$ cat config.mk
export PLATFORM = sky130hd
export DESIGN_NAME = dwt_mac_scheduler
export DESIGN_NICKNAME = d
export VERILOG_FILES = /design/src/rtl/dwt_mac_scheduler.sv
export SDC_FILE = /design/constraint.sdc
export NUM_CORES = 1
export LEC_CHECK = 0
export CORE_MARGIN = 10
export CORE_UTILIZATION = 55
export DETAILED_ROUTE_END_ITERATION = 12
export PLACE_DENSITY = 0.93
export SLEW_MARGIN = 25
export SYNTH_ARGS = -nofsm -noshare
export SYNTH_HDL_FRONTEND = slang
export SYNTH_SLANG_ARGS = --single-unit
$ cat constraint.sdc
create_clock -name clk -period 7 [get_ports clk]
set_input_delay 0.7 -clock clk [delete_from_list [all_inputs] [get_ports clk]]
set_output_delay 0.7 -clock clk [all_outputs]
set_load 0.01 [all_outputs]
$ cat src/rtl/dwt_mac_scheduler.sv
// Round-robin scheduler that shares one pipelined MAC filter engine between the
// wavelet decomposition levels, tracking result tags and discarding warm-up results.
module dwt_mac_scheduler #(
  parameter int NUM_LEVELS  = 3,
  parameter int MAC_LATENCY = 3,
  parameter int WARMUP      = 2,
  parameter int SEL_WIDTH   = 2
) (
  input  logic                  clk,
  input  logic                  rst_n,
  input  logic                  frame_start,
  input  logic [NUM_LEVELS-1:0] level_en,
  input  logic                  halt,
  input  logic [NUM_LEVELS-1:0] req_valid,
  output logic [NUM_LEVELS-1:0] req_ready,
  output logic                  mac_issue_valid,
  output logic [SEL_WIDTH-1:0]  mac_issue_sel,
  output logic [NUM_LEVELS-1:0] res_valid,
  output logic [SEL_WIDTH-1:0]  res_tag,
  output logic [SEL_WIDTH:0]    inflight,
  output logic                  idle
);

  // Handshake: a block transfers from level i in any cycle where req_valid[i]
  // and req_ready[i] are both high; req_ready is one-hot or zero and never
  // depends on anything but registered state and the current-cycle inputs.

  localparam int CW = (WARMUP < 1) ? 1 : $clog2(WARMUP + 1);
  localparam logic [CW-1:0]      WARM_MAX  = CW'(WARMUP);
  localparam logic [SEL_WIDTH:0] LEVELS_W  = (SEL_WIDTH + 1)'(NUM_LEVELS);
  localparam logic [SEL_WIDTH-1:0] LAST_LVL = SEL_WIDTH'(NUM_LEVELS - 1);

  logic [NUM_LEVELS-1:0]  eligible;
  logic [NUM_LEVELS-1:0]  grant;
  logic [SEL_WIDTH-1:0]   gidx;
  logic                   any_grant;
  logic [SEL_WIDTH:0]     scan_idx;
  logic [SEL_WIDTH-1:0]   ptr;
  logic [SEL_WIDTH-1:0]   sel_q;
  logic [CW-1:0]          cnt [NUM_LEVELS];
  logic [CW-1:0]          cnt_eff;
  logic                   grant_discard;
  logic [MAC_LATENCY-1:0] pipe_v;
  logic [MAC_LATENCY-1:0] pipe_d;
  logic [SEL_WIDTH-1:0]   pipe_t [MAC_LATENCY];
  logic                   retire;

  // Rotating priority search starting at the pointer; rst_n gates grants so
  // req_ready reads zero for the whole time reset is held.
  always_comb begin
    eligible  = req_valid & level_en & {NUM_LEVELS{~halt & rst_n}};
    grant     = '0;
    gidx      = '0;
    any_grant = 1'b0;
    scan_idx  = '0;
    for (int k = 0; k < NUM_LEVELS; k++) begin
      scan_idx = {1'b0, ptr} + (SEL_WIDTH + 1)'(k);
      if (scan_idx >= LEVELS_W) scan_idx = scan_idx - LEVELS_W;
      if (!any_grant && eligible[scan_idx]) begin
        any_grant        = 1'b1;
        grant[scan_idx]  = 1'b1;
        gidx             = scan_idx[SEL_WIDTH-1:0];
      end
    end
  end

  // A frame_start in the grant cycle makes this grant the first block of the new frame.
  always_comb begin
    cnt_eff       = frame_start ? '0 : cnt[gidx];
    grant_discard = (cnt_eff < WARM_MAX);
  end

  assign retire          = pipe_v[MAC_LATENCY-1];
  assign req_ready       = grant;
  assign mac_issue_valid = any_grant;
  assign mac_issue_sel   = any_grant ? gidx : sel_q;
  assign idle            = (inflight == '0) && !any_grant;
  assign res_tag         = pipe_t[MAC_LATENCY-1];

  always_comb begin
    res_valid = '0;
    if (pipe_v[MAC_LATENCY-1] && !pipe_d[MAC_LATENCY-1])
      res_valid[pipe_t[MAC_LATENCY-1]] = 1'b1;
  end

  always_ff @(posedge clk or negedge rst_n) begin
    if (!rst_n) begin
      ptr      <= '0;
      sel_q    <= '0;
      pipe_v   <= '0;
      pipe_d   <= '0;
      inflight <= '0;
      for (int i = 0; i < MAC_LATENCY; i++) pipe_t[i] <= '0;
      for (int i = 0; i < NUM_LEVELS; i++)  cnt[i]    <= '0;
    end else begin
      if (any_grant) begin
        ptr   <= (gidx == LAST_LVL) ? '0 : gidx + 1'b1;
        sel_q <= gidx;
      end

      // Tag pipeline mirrors the engine's issue-to-result latency.
      pipe_v[0] <= any_grant;
      pipe_d[0] <= any_grant & grant_discard;
      pipe_t[0] <= any_grant ? gidx : '0;
      for (int i = 1; i < MAC_LATENCY; i++) begin
        pipe_v[i] <= pipe_v[i-1];
        pipe_d[i] <= pipe_d[i-1];
        pipe_t[i] <= pipe_t[i-1];
      end

      case ({any_grant, retire})
        2'b10:   inflight <= inflight + 1'b1;
        2'b01:   inflight <= inflight - 1'b1;
        default: inflight <= inflight;
      endcase

      for (int i = 0; i < NUM_LEVELS; i++) begin
        if (frame_start) cnt[i] <= '0;
        if (any_grant && gidx == SEL_WIDTH'(i) && cnt_eff < WARM_MAX)
          cnt[i] <= cnt_eff + 1'b1;
      end
    end
  end

endmodule
=== Word-level counts from Yosys, hierarchy flattened ===
Cells that the tools add are included.

* Register bits after elaboration: 25
* Input port bits: 10
* Logic and storage cells: 108

* Add/subtract/negate cells: 9
* $lt $le $gt $ge: 13
* Equal/unequal tests: 4
* Muxes and demuxes: 39
* Bitwise logic cells: 8
* Reductions and logical operators: 24

{| class="wikitable"
|+ Operator list
! cell !! count
|-
| $mux W2 || 13
|-
| $mux W3 || 7
|-
| $logic_and A1 B1 Y1 || 14
|-
| $mux W1 || 10
|-
| $ge A3 B1 Y1 const B || 3
|-
| $lt A3 B3 Y1 const B || 3
|-
| $demux W1 S2 || 4
|-
| $reduce_bool A2 Y1 || 4
|-
| $and A3 B3 Y3 || 2
|-
| $bmux W1 S2 || 3
|-
| $ge A3 B2 Y1 const B || 2
|-
| $or A3 B3 Y3 || 2
|-
| $pmux W3 S2 || 1
|-
| $sub A3 B2 Y3 const B || 2
|-
| $add A2 B1 Y2 const B || 2
|-
| $bmux W2 S2 || 1
|-
| $eq A2 B1 Y1 const B || 2
|-
| $eq A2 B2 Y1 const B || 2
|-
| $logic_not A1 Y1 || 4
|-
| $add A2 B1 Y3 const B || 1
|-
| $add A2 B2 Y3 const B || 1
|-
| $add A3 B1 Y3 const B || 1
|-
| $ge A3 B3 Y1 const B || 1
|-
| $logic_not A3 Y1 || 1
|-
| other kinds (10) || 11
|}

=== Logic depth before layout (Yosys ltp) ===
* Depth after elaboration: 20
* Depth in mapped cells: 12
* Gate-level depth less buffers: 11

=== Worst setup path before layout ===
Ideal clock, no wire load.

* Path type: input-to-output
* From: input port req_valid[2]
* To: output port idle
* Data arrival time: 1.897 ns
* Setup slack: 4.403 ns
* Stages: 5
* Cell sequence: a22oi_1 -> nor3_1 -> o211ai_1 -> inv_1 -> nor4_1

* Longest elaborated chain between the ends: 13
* Elaborated cells between the ends (all ways): 17

{| class="wikitable"
|+ RTL lines
! element !! RTL line !! text
|-
| start, declared || 14 || <nowiki>input logic [NUM_LEVELS-1:0] req_valid,</nowiki>
|-
| $and A3 B3 Y3 (*) (2 in a row) || 51 || <nowiki>eligible = req_valid & level_en & {NUM_LEVELS{~halt & rst_n}};</nowiki>
|-
| $bmux W1 S2 || 59 || <nowiki>if (!any_grant && eligible[scan_idx]) begin</nowiki>
|-
| $mux W1 (not written as such) || 59 ||
|-
| $mux W1 || 59 ||
|-
| $logic_not A1 Y1 || 59 ||
|-
| $logic_and A1 B1 Y1 || 59 ||
|-
| $mux W1 || 59 ||
|-
| $logic_not A1 Y1 || 59 ||
|-
| $logic_and A1 B1 Y1 || 59 ||
|-
| $mux W1 (*) || 59 ||
|-
| net mac_issue_valid || 16 || <nowiki>output logic mac_issue_valid,</nowiki>
|-
| $logic_not A1 Y1 (*) || 77 || <nowiki>assign idle = (inflight == '0) && !any_grant;</nowiki>
|-
| $logic_and A1 B1 Y1 (*) || 77 ||
|-
| end, declared || 21 || <nowiki>output logic idle</nowiki>
|}

The timed path passes the listed nets; every way through them passes the cells marked *. The select of a mux whose other input is x is not followed.

=== Worst setup path in the final report ===
* From: input port rst_n
* To: output port req_ready[2]

* Longest elaborated chain between the ends: 11
* Elaborated cells between the ends (all ways): 19

{| class="wikitable"
|+ RTL lines
! element !! RTL line !! text
|-
| start, declared || 10 || <nowiki>input logic rst_n,</nowiki>
|-
| $and A1 B1 Y1 (*) || 51 ||
|-
| $and A3 B3 Y3 (*) || 51 ||
|-
| $bmux W1 S2 || 59 ||
|-
| $mux W1 (not written as such) || 59 ||
|-
| $mux W1 || 59 ||
|-
| $logic_not A1 Y1 || 59 ||
|-
| $logic_and A1 B1 Y1 || 59 ||
|-
| $mux W1 || 59 ||
|-
| $logic_not A1 Y1 || 59 ||
|-
| $logic_and A1 B1 Y1 || 59 ||
|-
| $mux W3 (*) || 59 ||
|-
| end, declared || 15 || <nowiki>output logic [NUM_LEVELS-1:0] req_ready,</nowiki>
|}

Mark *: on every way between the ends. The rest lies on a longest branch, timed or not. The select of a mux whose other input is x is not followed.

==> flow_summary.toml <==
[outcome]
status = "completed"

[route]
drc = 0
via_per_inst = 6.079
wl_mm = 3.180
ant_nets = 0
drtPass1Iterations = 4
wl_per_cell_um = 17.97
drtIter0Drc = 43
num_vias = 1076

[floorplanning]
die_y_um = 69.39
die_w_um = 69.39
dieArea_um2 = 4814
initial_core_util = 0.5893
rows = 17
ios = 25
core_um2 = 2276

[power_and_ir_drop]
leakagePower_nw = 0.7109
p_total_mw = 0.5481
power_density_nw_per_um2 = 342.2
vdd_drop_max_mv = 0.2271

[place]
dpl.hpwl_mm = 2.450
placed_cells = 173
gp_congestion = 0.8147
io_buffers = 24

[yosys]
yosys.area_share.simple = 0.1623
netlist_area_um2 = 1341
yosysSeqAreaShare = 0.4664
ys_warn_count = 0
synth_cell_types = 45
synth-async-reset-ratio = 1.000
yosys_most_used_dff = "dfrtp_1"
synthMuxAreaShare = 0
synth.net_count = 141
synth_edf_count = 0
synth_fa_ha_area_frac = 0.06157
ys_ff_latch = 25
synth.avg_cell_area_um2 = 10.73
synthXorXnorAreaFrac = 0.01959
synth_top_family_by_area = "compound AO/OA/AOI/OAI gates"
synthCells = 125
synth_compound_area_frac = 0.2118

[layout]
drive_above_1_share = 0.08725
mostFrequentLayoutCells = "dfrtp_1, clkdlybuf4s50_1, inv_1, nand2_1, o21ai_0"
diodes = 0
instances_no_fill = 177
nFillCells = 166
num-nets-final = 166
syn_to_final_growth_pct = 19.40
final_common_cell = "dfrtp_1"

[grt]
grt_pass1_vias = 1153
grt_max_degree = 31
globalRouteOverflowTotal = 0
antenna_found_initial = 0
globalRouteTotalUtil = 0.1291
grt_pass1_wl_mm = 5.361
met3_usage = 0.02853
met2_usage = 0.2308
grt_use_met1 = 0.1430
grt-busiest-layer = "met2"

[cts]
cts_tree = "yes"
cts_buffers = 3
h-tree-depth = 1
clockRootBuffer = "clkbuf_4"
clockBufferDepth = 2
clk_pin_slew_ns = 0.12
post-cts-setup-buffer-count = 0
hold_buffers = 0
ctsResizeCount = 0
clock-sinks = 25
clkLatencyLatePin_ns = 0.30

[timing]
max_freq_mhz = 245.0
setup_viol = 0
rsz0062_at_grt = "no"
skew_ns = 0.007644
slew_headroom = 0.5704
tightest_slew_ns = 0.6416
maxSlewViolCount = 0
hold_violations = 0
fin_tns_setup_ns = 0
fin_crit_ns = 4.082
finalCritPeriodShare = 0.5831

[setup_path]
worst-setup-path-type = "in -> out"
path_max_fanout = 30
endpoint_kind = "primary output"
start_kind = "input pin"
crit_arrival_ns = 3.38
crit_required_ns = 6.30

[hold_path]
hold_class = "reg -> reg"

[job]
max_cap_violations = 0
final cells by class:
type	count	area (um^2)	area share
Clock buffer	4	26.28	0.01641
Inverter	13	48.80	0.03047
Multi-Input combinational cell	81	610.6	0.3812
Sequential cell	25	625.6	0.3906
Tap cell	28	35.03	0.02187
Timing Repair Buffer	26	255.2	0.1594
critical path, stage by stage:
cell and delay (ns):
clkdlybuf4s50_1 0.45, buf_4 0.33, and4b_2 0.34, nand2_1 0.11
o21a_1 0.17, a32o_1 0.20, o21ai_0 0.32, o221ai_1 0.23
clkdlybuf4s50_1 0.52
metrics by stage:
| stage | util | cell area, um^2 | hold WS (ns) | worst slack [ns] |
|---|---|---|---|---|
| final | 0.7037 | 1602 | 0.3642 | 2.918 |
| after global routing | 0.7037 | 1602 | 0.3702 | 2.774 |
| after CTS | 0.7037 | 1602 | 0.3647 | 2.918 |
| after detailed placement | 0.6921 | 1575 | 0.3362 | 2.929 |
| after global placement | 0.6921 | 1575 | 0.3316 | 3.143 |
| after floorplan | - | 1341 | 0.3312 | 4.403 |
Yosys cell counts, types with 2 or more instances:
master | number | area [um^2]
nor4bb_1 | 2 | 20.02
nand2_1 | 8 | 30.03
inv_1 | 13 | 48.80
o21ai_0 | 7 | 35.03
a32o_1 | 2 | 20.02
buf_6 | 2 | 22.52
buf_4 | 2 | 15.01
o221ai_1 | 2 | 17.52
nand4b_1 | 2 | 17.52
a21boi_0 | 2 | 15.01
ha_1 | 5 | 62.56
a22oi_1 | 3 | 22.52
o21a_1 | 2 | 15.01
o211ai_1 | 2 | 15.01
o32ai_1 | 2 | 17.52
a21o_2 | 3 | 26.28
dfrtp_1 | 25 | 625.6
o31ai_1 | 2 | 15.01
xor2_1 | 2 | 17.52
and2b_1 | 2 | 15.01
nor4b_1 | 3 | 26.28
nor4_1 | 2 | 12.51
nor3_1 | 3 | 15.01
nor2_1 | 6 | 22.52
logic make-up after synthesis:
logic type / Yosys count
buffers and inverters: 19
xor gates and xnor gates: 3
DFF: 25
AOI/OAI and AO/OA: 37
adders and majority gates: 6
and+or+nand+nor: 35
worst paths after layout:
kind | from | to | slack (ns) | depth (start not counted)
max in group asynchronous | rst_n | pipe_v[2] | 5.98 | 2
min | pipe_v[1] | pipe_v[2] | 0.36 | 0
min in group asynchronous | rst_n | pipe_t[2] | 0.75 | 2
max reg2reg | ptr[0] | inflight[2] | 4.02 | 10
min reg2reg | pipe_v[1] | pipe_v[2] | 0.36 | 0
max | rst_n | req_ready[2] | 2.92 | 9
registers in the layout, indices dropped and copies added (netlist names):
signal and cells:
pipe_t 4, inflight 3, res_tag 2, pipe_d 3, sel_q 2, ptr 2, cnt 6, pipe_v 3
metal layers:
layer	part of all wire	vias to the layer above
li1	-	506
met1	0.41	524
met2	0.52	38
met3	0.047	8
met4	0.024	0
met5	0	-
power breakdown:
part           total, mW  switching, mW  internal (mW)
Combinational      0.282          0.158          0.124
Clock             0.0610         0.0388         0.0222
Sequential         0.205         0.0248          0.180
Power figures use the tool's default switching activity.
==> RTL edit 1: new RTL, same flow settings <==
The parameter `MAC_LATENCY` goes from 3 to 5.
--- a/src/rtl/dwt_mac_scheduler.sv
+++ b/src/rtl/dwt_mac_scheduler.sv
@@ -2,7 +2,7 @@
 // wavelet decomposition levels, tracking result tags and discarding warm-up results.
 module dwt_mac_scheduler #(
   parameter int NUM_LEVELS  = 3,
-  parameter int MAC_LATENCY = 3,
+  parameter int MAC_LATENCY = 5,
   parameter int WARMUP      = 2,
   parameter int SEL_WIDTH   = 2
 ) (
Formal check against the unedited RTL: not equivalent (a bounded check fails within 4 cycles, from zero or initial values and one cycle with rst_n low).
==> RTL edit 1 against the unedited design <==
Critical endpoint is now mac_issue_sel[0]. Largest power group unchanged. Final area grew 24%. Worst setup slack worse by 0.16 ns. Total power increased by 23%. Synthesized cell count grew 26%. Worst hold slack got worse by 0.0083 ns. Sequential power is 27% higher. Synthesized area grew 26%. Highest routed layer unchanged. Sequential share of layout area increased by 2.4 points. Sequential cell count up 8. Routed wire length increased by 11%.
==> RTL edit 1: results (changes against the unedited design) <==
{| class="wikitable"
! Metric !! Value
|-
| Layout cells sized above 1 || 11.0% (+2.3 points)
|-
| Worst slew margin relative to its limit || 55.2% (-1.9 points)
|-
| Nets || 197 (+19%)
|-
| Placed Area || 1940 µm² (+23%)
|-
| Setup Slack @ Placement || 2.73 ns (-0.195 ns)
|-
| IR Drop Worst-Case VDD || 0.132 mV (-42%)
|-
| Syn_nets || 174 (+23%)
|-
| Clk_lat worst skew || 0.33 ns (+0.03 ns)
|-
| Largest registers || pipe_t x8, cnt x6
|-
| Setup slack, reg-to-reg || 3.74 ns (-0.28 ns)
|-
| Count of unique library cells instantiated by Yosys || 55 (+22%)
|-
| GR Util All Layers || 13.0% (+0.097 points)
|-
| Pleak || 0.866 nW (+22%)
|-
| Number of levels in the clock H-tree || 2 (+1)
|-
| Fraction of met3 tracks used by global routing || 5.08% (+2.2 points)
|-
| Outcome || complete, no violations
|-
| Highest net fanout along the worst path || 40 (+33%)
|-
| Cell Count, Final, Fillers Out || 215 (+21%)
|-
| Total detailed-routing wirelength || 3520 µm (+11%)
|-
| Detail-routed via count per cell || 6.12 (+0.61%)
|-
| Share of synthesized area spent on multiplexers || 0.591% (+0.59 points)
|-
| Weighted congestion at the end of routability-driven global placement || 0.883 (+8.4%)
|-
| Standard cell with the maximum stage delay on the critical path || sky130_fd_sc_hd__a21oi_1
|-
| Source of the worst register-to-register timing path || ptr[1]
|-
| Met1 routing resource usage after global routing || 14.6% (+0.35 points)
|-
| HPWL reported at the end of detailed placement || 2650 µm (+8.3%)
|-
| Biggest cell delay along the critical path || 0.54 ns (+0.02 ns)
|}
-- RTL edit 1: cell types whose count changed after synthesis, moves of 3 or more --
cell                       unedited run  this run
sky130_fd_sc_hd__a21o_2               3         0
sky130_fd_sc_hd__clkbuf_1             0         3
sky130_fd_sc_hd__a21oi_1              1         8
sky130_fd_sc_hd__nor2b_1              0         4
sky130_fd_sc_hd__buf_2                1         4
sky130_fd_sc_hd__a22oi_1              3         0
sky130_fd_sc_hd__nand3_1              0         3
sky130_fd_sc_hd__dfrtp_1             25        33
-- RTL edit 1: cell type report --
class / count / area [µm²]
Inverter: 14 / 55.1
Clock inverter: 3 / 17.5
Tap cell: 33 / 41.3
Timing Repair Buffer: 25 / 248
Multi-Input combinational cell: 102 / 767
Sequential cell: 33 / 826
Fill cell: 233 / 1010
Clock buffer: 5 / 37.5
-- RTL edit 1: how the worst max path moves through the flow --
stage	end	slack, ns	cells after the start
CTS	mac_issue_sel[0]	2.72	8
detailed placement	mac_issue_sel[0]	2.73	8
global route	mac_issue_sel[0]	2.53	8
global placement	mac_issue_sel[0]	2.89	8
floorplan	inflight[2]	4.16	13
finish	mac_issue_sel[0]	2.76	8
-- RTL edit 1: per-layer routing --
metal | up-vias | share of wire, %
met5 | - | 0
met4 | 0 | 0.82
met3 | 4 | 8.5
met2 | 56 | 49
met1 | 633 | 42
li1 | 622 | -
-- RTL edit 1: worst max-delay path, delay by kind of cell --
kind            cells  cell delay [ns]
compound gates      2             0.74
simple gates        2             0.36
buf+inv             3             1.37
fa+ha+maj           1             0.35
-- RTL edit 1: where the power goes --
group	switching [mW]	leakage (nW)	internal [mW]
registers	0.0273	0.442	0.233
clock network	0.0659	0.0310	0.0378
logic	0.173	0.393	0.135
total	0.266	0.866	0.406
==> RTL edit 2: new RTL, same flow settings <==
Made on the original files. Reset style: synchronous (`rst_n`), changed in one clocked block.
--- a/src/rtl/dwt_mac_scheduler.sv
+++ b/src/rtl/dwt_mac_scheduler.sv
@@ -83,7 +83,7 @@
       res_valid[pipe_t[MAC_LATENCY-1]] = 1'b1;
   end
 
-  always_ff @(posedge clk or negedge rst_n) begin
+  always_ff @(posedge clk) begin
     if (!rst_n) begin
       ptr      <= '0;
       sel_q    <= '0;
Check against the original RTL: differs if rst_n is asserted again (counterexample within 4 cycles, from zero or initial values and one cycle with rst_n low); with rst_n held inactive, the same outputs for 10 cycles.
==> RTL edit 2 against the unedited design <==
Worst hold slack improved by 0.086 ns. Non-clock buffer count fell by 2. Die area rose by 4.8%. Register-to-register slack got worse by 0.24 ns. Routed wire length fell by 5.7%. Global-route usage fell by 0.95 points. Sequential share of layout area fell by 6.0 points. Worst setup slack improved by 0.034 ns. Synthesized area rose by 6.7%. Sequential cell count did not move. Final area rose by 5.9%.
Power is not compared: it rests on default switching activity, and its combinational part moved more than twofold at a synthesized area within 25%.
==> RTL edit 2: results (changes against the unedited design) <==
{| class="wikitable"
! Metric !! Value
|-
| Outcome || complete, no violations
|-
| Proportion of synthesized flip-flops having asynchronous set or reset || 0% (-100 points)
|-
| Pin count of the biggest net entering global routing || 23 (-26%)
|-
| Via count of the first global-routing pass || 1141 (-1.0%)
|-
| Layout cells sized above 1 || 7.60% (-1.1 points)
|-
| Wire length of the first global-routing pass || 5120 µm (-4.5%)
|-
| Synth area leaders || sky130_fd_sc_hd__dfxtp_1, sky130_fd_sc_hd__edfxtp_1, sky130_fd_sc_hd__o21ai_0, sky130_fd_sc_hd__and2_1, sky130_fd_sc_hd__ha_1
|-
| Biggest cell delay along the critical path || 0.90 ns (+0.38 ns)
|-
| Capturing instance or port of the critical path || mac_issue_sel[0]
|-
| Multi-input combinational cell count || 106 (+31%)
|-
| Met1 routing resource usage after global routing || 13.7% (-0.64 points)
|-
| Post-route worst hold slack || 0.450 ns (+0.0858 ns)
|-
| Largest registers || cnt x6, pipe_t x6
|-
| Detailed-routed wire length on met2 || 1590 µm (-3.6%)
|-
| Clk_lat worst skew || 0.32 ns (+0.02 ns)
|-
| Proportion of synthesized chip area in sequential cells || 39.2% (-7.5 points)
|-
| Critical path data arrival time || 3.35 ns (-0.03 ns)
|-
| Layout inverter count without the clock tree || 12 (-1)
|-
| Sequential share of cell area || 33.0% (-6.0 points)
|-
| Placed Area || 1670 µm² (+5.8%)
|-
| Syn_nets || 166 (+18%)
|-
| Fill cell total of the finished layout || 197 (+19%)
|-
| Detailed-route wire length on metal 1 || 1210 µm (-7.4%)
|-
| Xor/xnor cell area share of the yosys netlist || 1.22% (-0.74 points)
|-
| Initial drt markers || 47 (+9.3%)
|-
| GR Util All Layers || 12.0% (-0.95 points)
|-
| Count of unique library cells instantiated by Yosys || 53 (+18%)
|-
| Adder-cell area share of the yosys netlist || 5.77% (-0.39 points)
|-
| Met2 Use GR || 20.9% (-2.2 points)
|-
| Count of cells along the worst register-to-register path || 13 (+3)
|-
| Met3 layer wire length in the routed design || 157 µm (+4.7%)
|-
| Fraction of met3 tracks used by global routing || 3.35% (+0.49 points)
|-
| EDFF count, synth || 6 (+6)
|-
| Highest net fanout along the worst path || 22 (-27%)
|-
| Worst clock skew || 0.00346 ns (-0.00419 ns)
|-
| Mean instance size in the synthesized netlist || 9.54 µm² (-11%)
|-
| Data-path buffer share of cell area in the final layout || 14.2% (-1.8 points)
|-
| Detail-routed via count per cell || 5.99 (-1.5%)
|-
| Worst slew margin relative to its limit || 55.8% (-1.2 points)
|-
| Count of plain and timing-repair buffers || 24 (-7.7%)
|-
| Critical hold path startpoint || pipe_v[0]
|-
| Average routed wire per standard cell || 14.9 µm (-17%)
|-
| Worst R2R End || inflight[2]
|-
| Compound-gate portion of the synthesized area || 18.1% (-3.1 points)
|}
==> RTL edit 2: cell types whose count changed after synthesis, moves of 6 or more <==
cell,delta
sky130_fd_sc_hd__and2_1,+9
sky130_fd_sc_hd__o21ai_0,+6
sky130_fd_sc_hd__edfxtp_1,+6
sky130_fd_sc_hd__dfxtp_1,+19
sky130_fd_sc_hd__dfrtp_1,-25
==> RTL edit 2: through the flow <==
| step | util, % | cells | worst slack (ns) | total power [mW] |
|---|---|---|---|---|
| finish | 68.5 | 201 | 2.95 | 0.283 |
| global route | 68.5 | 201 | 2.59 | 0.298 |
| CTS | 68.5 | 201 | 2.95 | 0.284 |
| detailed placement | 67.3 | 197 | 2.98 | 0.222 |
| global placement | 67.3 | 197 | 3.03 | 0.219 |
| floorplan | - | 150 | 4.10 | 0.198 |
==> RTL edit 2: kinds of logic after synthesis <==
logic type | Yosys count
simple gates | 58
compound gates | 37
flops | 25
buf+inv | 19
fa+ha+maj | 6
mux | 3
xor+xnor | 2
